===== config.mk =====
export PLATFORM = sky130hd
export DESIGN_NAME = adc_serial_arbiter
export DESIGN_NICKNAME = d
export VERILOG_FILES = /design/src/rtl/adc_serial_arbiter.sv
export SDC_FILE = /design/constraint.sdc
export NUM_CORES = 1
export LEC_CHECK = 0
export BUFFER_PORTS_ARGS = -buffer_cell sky130_fd_sc_hd__buf_2
export CORE_MARGIN = 1.5
export CORE_UTILIZATION = 54
export DETAILED_ROUTE_END_ITERATION = 10
export PLACE_DENSITY = 0.8
export SYNTH_ARGS = -nofsm -noshare
export SYNTH_HDL_FRONTEND = slang
export SYNTH_SLANG_ARGS = --single-unit
export TNS_END_PERCENT = 1

===== constraint.sdc =====
create_clock -name Clock -period 4.25 [get_ports Clock]
set_input_delay 0.2125 -clock Clock [delete_from_list [all_inputs] [get_ports Clock]]
set_output_delay 0.2125 -clock Clock [all_outputs]
set_load 0.005 [all_outputs]

===== src/rtl/adc_serial_arbiter.sv =====
// Arbitrates three requesters onto a single ADC serial port and shifts out 32-bit register frames.
// Define ADC_SERIAL_RR_EN for round-robin arbitration; otherwise fixed priority (Req[0] highest).
module adc_serial_arbiter #(
  parameter int unsigned SCLK_DIV = 4,
  parameter int unsigned NUM_REQ  = 3
) (
  input  logic                   Clock,
  input  logic                   Reset_n,
  input  logic                   Enable,
  input  logic [NUM_REQ-1:0]     Req,
  input  logic [4*NUM_REQ-1:0]   ReqAddr,
  input  logic [16*NUM_REQ-1:0]  ReqData,
  output logic [NUM_REQ-1:0]     Grant,
  output logic [NUM_REQ-1:0]     Done,
  output logic                   Busy,
  output logic                   Sclk,
  output logic                   Sdata,
  output logic                   Select
);

  localparam logic [7:0] HalfLoad = 8'(SCLK_DIV - 1);

  typedef enum logic [2:0] {
    StIdle,
    StSetup,
    StShift,
    StHold,
    StGap
  } state_e;

  state_e              state_q, state_d;
  logic [7:0]          half_q, half_d;
  logic [4:0]          bit_q, bit_d;
  logic                phase_q, phase_d;
  logic [31:0]         frame_q, frame_d;
  logic [1:0]          owner_q, owner_d;
  logic [NUM_REQ-1:0]  done_q, done_d;
  logic                sclk_q, sclk_d;
  logic                sdata_q, sdata_d;
  logic                select_q, select_d;
  logic                armed_q;

  logic [1:0]          win_idx;
  logic                grant_ok;
  logic [3:0]          win_addr;
  logic [15:0]         win_data;

  function automatic logic [1:0] pick3(input logic [2:0] r, input logic [1:0] a,
                                       input logic [1:0] b, input logic [1:0] c);
    if (r[a]) return a;
    else if (r[b]) return b;
    else return c;
  endfunction

`ifdef ADC_SERIAL_RR_EN
  logic [1:0] last_q, last_d;

  // Search begins at the requester after the last winner.
  always_comb begin
    unique case (last_q)
      2'd0:    win_idx = pick3(Req, 2'd1, 2'd2, 2'd0);
      2'd1:    win_idx = pick3(Req, 2'd2, 2'd0, 2'd1);
      default: win_idx = pick3(Req, 2'd0, 2'd1, 2'd2);
    endcase
  end
`else
  always_comb begin
    win_idx = pick3(Req, 2'd0, 2'd1, 2'd2);
  end
`endif

  // armed_q keeps the first arbitration behind the first clock edge after reset release.
  assign grant_ok = (state_q == StIdle) && armed_q && Enable && (done_q == '0) && (|Req);
  assign Grant    = grant_ok ? (NUM_REQ'(1) << win_idx) : '0;
  assign win_addr = ReqAddr[{win_idx, 2'b00} +: 4];
  assign win_data = ReqData[{win_idx, 4'b0000} +: 16];

  always_comb begin
    state_d = state_q;
    half_d  = half_q;
    bit_d   = bit_q;
    phase_d = phase_q;
    frame_d = frame_q;
    owner_d = owner_q;
    done_d  = '0;
`ifdef ADC_SERIAL_RR_EN
    last_d  = last_q;
`endif
    unique case (state_q)
      StIdle: begin
        if (grant_ok) begin
          state_d = StSetup;
          half_d  = HalfLoad;
          frame_d = {12'h001, win_addr, win_data};
          owner_d = win_idx;
`ifdef ADC_SERIAL_RR_EN
          last_d  = win_idx;
`endif
        end
      end
      StSetup: begin
        if (half_q == 8'd0) begin
          state_d = StShift;
          half_d  = HalfLoad;
          bit_d   = 5'd31;
          phase_d = 1'b0;
        end else begin
          half_d = half_q - 8'd1;
        end
      end
      StShift: begin
        // phase_q low = Sclk low half of the current bit, high = Sclk high half.
        if (half_q == 8'd0) begin
          half_d = HalfLoad;
          if (!phase_q) begin
            phase_d = 1'b1;
          end else if (bit_q == 5'd0) begin
            state_d = StHold;
            phase_d = 1'b0;
          end else begin
            bit_d   = bit_q - 5'd1;
            phase_d = 1'b0;
          end
        end else begin
          half_d = half_q - 8'd1;
        end
      end
      StHold: begin
        if (half_q == 8'd0) begin
          state_d = StGap;
          half_d  = HalfLoad;
          phase_d = 1'b0;
        end else begin
          half_d = half_q - 8'd1;
        end
      end
      StGap: begin
        // Two half-periods of deselect before returning to arbitration.
        if (half_q == 8'd0) begin
          if (!phase_q) begin
            phase_d = 1'b1;
            half_d  = HalfLoad;
          end else begin
            state_d = StIdle;
            phase_d = 1'b0;
            done_d  = NUM_REQ'(1) << owner_q;
          end
        end else begin
          half_d = half_q - 8'd1;
        end
      end
      default: begin
        state_d = StIdle;
      end
    endcase
  end

  // Serial pins are registered from next-state so they are glitch-free.
  always_comb begin
    sclk_d   = (state_d == StShift) && phase_d;
    sdata_d  = ((state_d == StShift) || (state_d == StHold)) ? frame_d[bit_d] : 1'b0;
    select_d = !((state_d == StSetup) || (state_d == StShift) || (state_d == StHold));
  end

  always_ff @(posedge Clock or negedge Reset_n) begin
    if (!Reset_n) begin
      state_q  <= StIdle;
      half_q   <= 8'd0;
      bit_q    <= 5'd0;
      phase_q  <= 1'b0;
      frame_q  <= 32'd0;
      owner_q  <= 2'd0;
      done_q   <= '0;
      sclk_q   <= 1'b0;
      sdata_q  <= 1'b0;
      select_q <= 1'b1;
      armed_q  <= 1'b0;
    end else begin
      state_q  <= state_d;
      half_q   <= half_d;
      bit_q    <= bit_d;
      phase_q  <= phase_d;
      frame_q  <= frame_d;
      owner_q  <= owner_d;
      done_q   <= done_d;
      sclk_q   <= sclk_d;
      sdata_q  <= sdata_d;
      select_q <= select_d;
      armed_q  <= 1'b1;
    end
  end

`ifdef ADC_SERIAL_RR_EN
  always_ff @(posedge Clock or negedge Reset_n) begin
    if (!Reset_n) begin
      last_q <= 2'd0;
    end else begin
      last_q <= last_d;
    end
  end
`endif

  assign Done   = done_q;
  assign Busy   = (state_q != StIdle);
  assign Sclk   = sclk_q;
  assign Sdata  = sdata_q;
  assign Select = select_q;

endmodule


==> flow_metrics.tcl <==
set metrics [dict create \
    cts_root_buffer "clkbuf_8" \
    synthCells 340 \
    htreeDepth 3 \
    portBuffers 75 \
    yosys.area.top_type_share_pct 43.85 \
    fin_area_um2 3840 \
    layout_commonest_cell "buf_2" \
    grt-busiest-layer "met2" \
    multiInputGateArea_um2 1653 \
    synth_edf_count 0 \
    async_flop_share_pct 100.0 \
    drv_cap 0 \
    dp.cells 474 \
    clock_sinks 58 \
    synth_area_leader_cell "dfrtp_1" \
    finalHoldViolCount 0 \
    grtUsageMet3_pct 6.477 \
    regArea_um2 1453 \
    ys.flop_type "dfrtp_1" \
    worst-endpoint-arrival_ns 3.74 \
    worst_ir_drop_vdd_mv 0.1778 \
    crit_required_ns 4.45 \
    via_per_inst 5.471 \
    ant_nets 0 \
    syn_area_per_cell_um2 9.568 \
    grt_pass1_wl_mm 11.03 \
    syn_nets 410 \
    num_io_pins 76 \
    grtUsageMet1_pct 29.51 \
    cts_buffer_depth 2 \
    clk_latency_ns 0.33 \
    gp_congestion 0.8651 \
    grtUsageTotal_pct 22.45 \
    drtIter0Drc 151 \
    grt_antenna_before_repair 0 \
    ys_ff_latch 58 \
    finalCritPeriodShare_pct 83.09 \
    period_needed_ns 3.531 \
    fmax_mhz 283.2 \
    report.final.setup_viol 0 \
    post_cts_resized 0 \
    syn_area_um2 3253 \
    slew_headroom_pct 52.58 \
    yosys-top-cells-area "dfrtp_1 44%, mux2i_1 10%, o21ai_0 5.4%" \
    dieArea_um2 6499 \
    start_kind "register" \
    clkSlewWorstSetupHoldPaths_ns 0.06 \
    drc_errors 0 \
    critPathKind "reg2reg" \
    hp-class "in2async" \
    synthToLayoutAreaGrowth_pct 18.04 \
    firstDrtPassIters 4 \
    met2_usage_pct 34.62 \
    num_rows 28 \
    initial_core_util_pct 55.60 \
    fin_worst_skew_ns 0.007484 \
    via_count 2681 \
    die_height_um 80.62 \
    synth.distinct_cells 54 \
    wl_per_cell_um 13.53 \
    yosysSeqAreaShare_pct 44.65 \
    p_leak_nw 1.886 \
    worst-slew-pin-transition_ns 0.7114 \
    p_per_area_nw_per_um2 295.8 \
    slew_viol_final 0 \
    grt_overflow 0 \
    final_cells 490 \
    hold_slack_ns 0.01423 \
    rsz0062_at_grt "no" \
    wirelength_mm 6.630 \
    fin_tns_setup_ns 0 \
    final_core_util_pct 65.63 \
    dp_hpwl_mm 4.725 \
    nFillCells 449 \
    grt_max_degree 59 \
    place_area_um2 3642 \
    antennaDiodeCount 0 \
    layout-drive-gt1-share_pct 26.51 \
    yosysWarnings 0 \
    final_cell_mix "75 x buf_2, 57 x dfrtp_1, 35 x o21ai_0, 35 x nor2_1, 34 x mux2i_1" \
    crit_path_max_fanout 10 \
    grt_pass1_vias 2498 \
    numCtsBuffers 9 \
    fp.dieW_um 80.62 \
    holdBufCountCts 0 \
    nets 480 \
    cp-end-kind "register" \
    core_um2 5851 \
    postCtsSetupBuffers 0 \
    cts_tree "built" \
    run_status "finished, final reports clean" \
]
-- state kept, by name (all words and copies together), names as in the netlist --
register / count
Done: 3
owner_q: 2
armed_q: 1
Sclk: 1
half_q: 8
Sdata: 1
state_q: 3
Select: 1
phase_q: 1
frame_q: 32
bit_q: 5
-- critical path: stages (launching register included) --
cell and delay, ns:
dfrtp_1 0.38, inv_1 0.09, ha_1 0.19, or4b_4 0.52, or4_4 0.52, nor2_4 0.14, a31o_1 0.42, mux4_1 0.60
a22oi_1 0.20, a22oi_1 0.08, mux2i_1 0.15, o22ai_1 0.10
-- final timing paths --
kind,start,end,slack (ns),cells past startpoint
setup / recovery,half_q[0],Sdata,0.72,11
hold / removal,Reset_n,half_q[2],0.01,2
setup reg to reg,half_q[0],Sdata,0.72,11
hold reg to reg,frame_q[20],frame_q[20],0.46,1
max in group asynchronous,Reset_n,bit_q[2],3.77,2
min in group Clock,ReqData[11],frame_q[11],0.25,3
-- power by group --
part	switching (W)	leakage [nW]	internal (W)
registers	0.000000180	0.769	0.000553
clock network	0.000202	0.101	0.000303
logic	0.0000404	1.02	0.0000381
-- area by class of cell --
type                            instances  area share (%)
Tap cell                               75           2.444
Sequential cell                        58           37.83
Multi-Input combinational cell        251           43.04
Clock inverter                          2          0.9123
Inverter                               12           1.173
Clock buffer                           14           4.236
Timing Repair Buffer                   78           10.36
-- per-stage QoR --
step | setup slack, ns | total power, W
2_1_floorplan | 1.066 | 0.0005981
4_1_cts | 0.7002 | 0.001149
6_report | 0.7188 | 0.001136
5_1_grt | 0.5105 | 0.001184
3_3_place_gp | 0.8438 | 0.0006414
3_5_place_dp | 0.7445 | 0.0006425
-- logic make-up after synthesis --
kind of cell | synth area share [%]
DFF | 44.65
xor gates and xnor gates | 0.2693
muxes | 15.54
buffers and inverters | 4.538
other | 0.1153
AOI/OAI and AO/OA | 15.27
adders and majority gates | 1.539
and+or+nand+nor | 18.08
-- metal layers --
layer | vias up | routed length (um)
met5 | - | 0
met2 | 86 | 3056
met1 | 1236 | 3070
met4 | 0 | 138
met3 | 13 | 365
li1 | 1346 | -
-- cell usage after synthesis, drive strengths merged (2+ instances only) --
library cell / number
ha: 4
buf: 5
inv: 12
a22oi: 2
nand2: 31
mux4: 2
clkbuf: 14
a21o: 3
nor3b: 3
nor2b: 2
or4: 3
nor3: 10
a21oi: 27
and2: 11
nor4: 2
nor4b: 2
o31a: 2
o21ai: 36
dfrtp: 57
nand2b: 4
o22ai: 3
and3: 2
o31ai: 2
nor2: 36
mux2i: 34
mux2: 10
No activity file was read; power rests on OpenSTA's default activity.
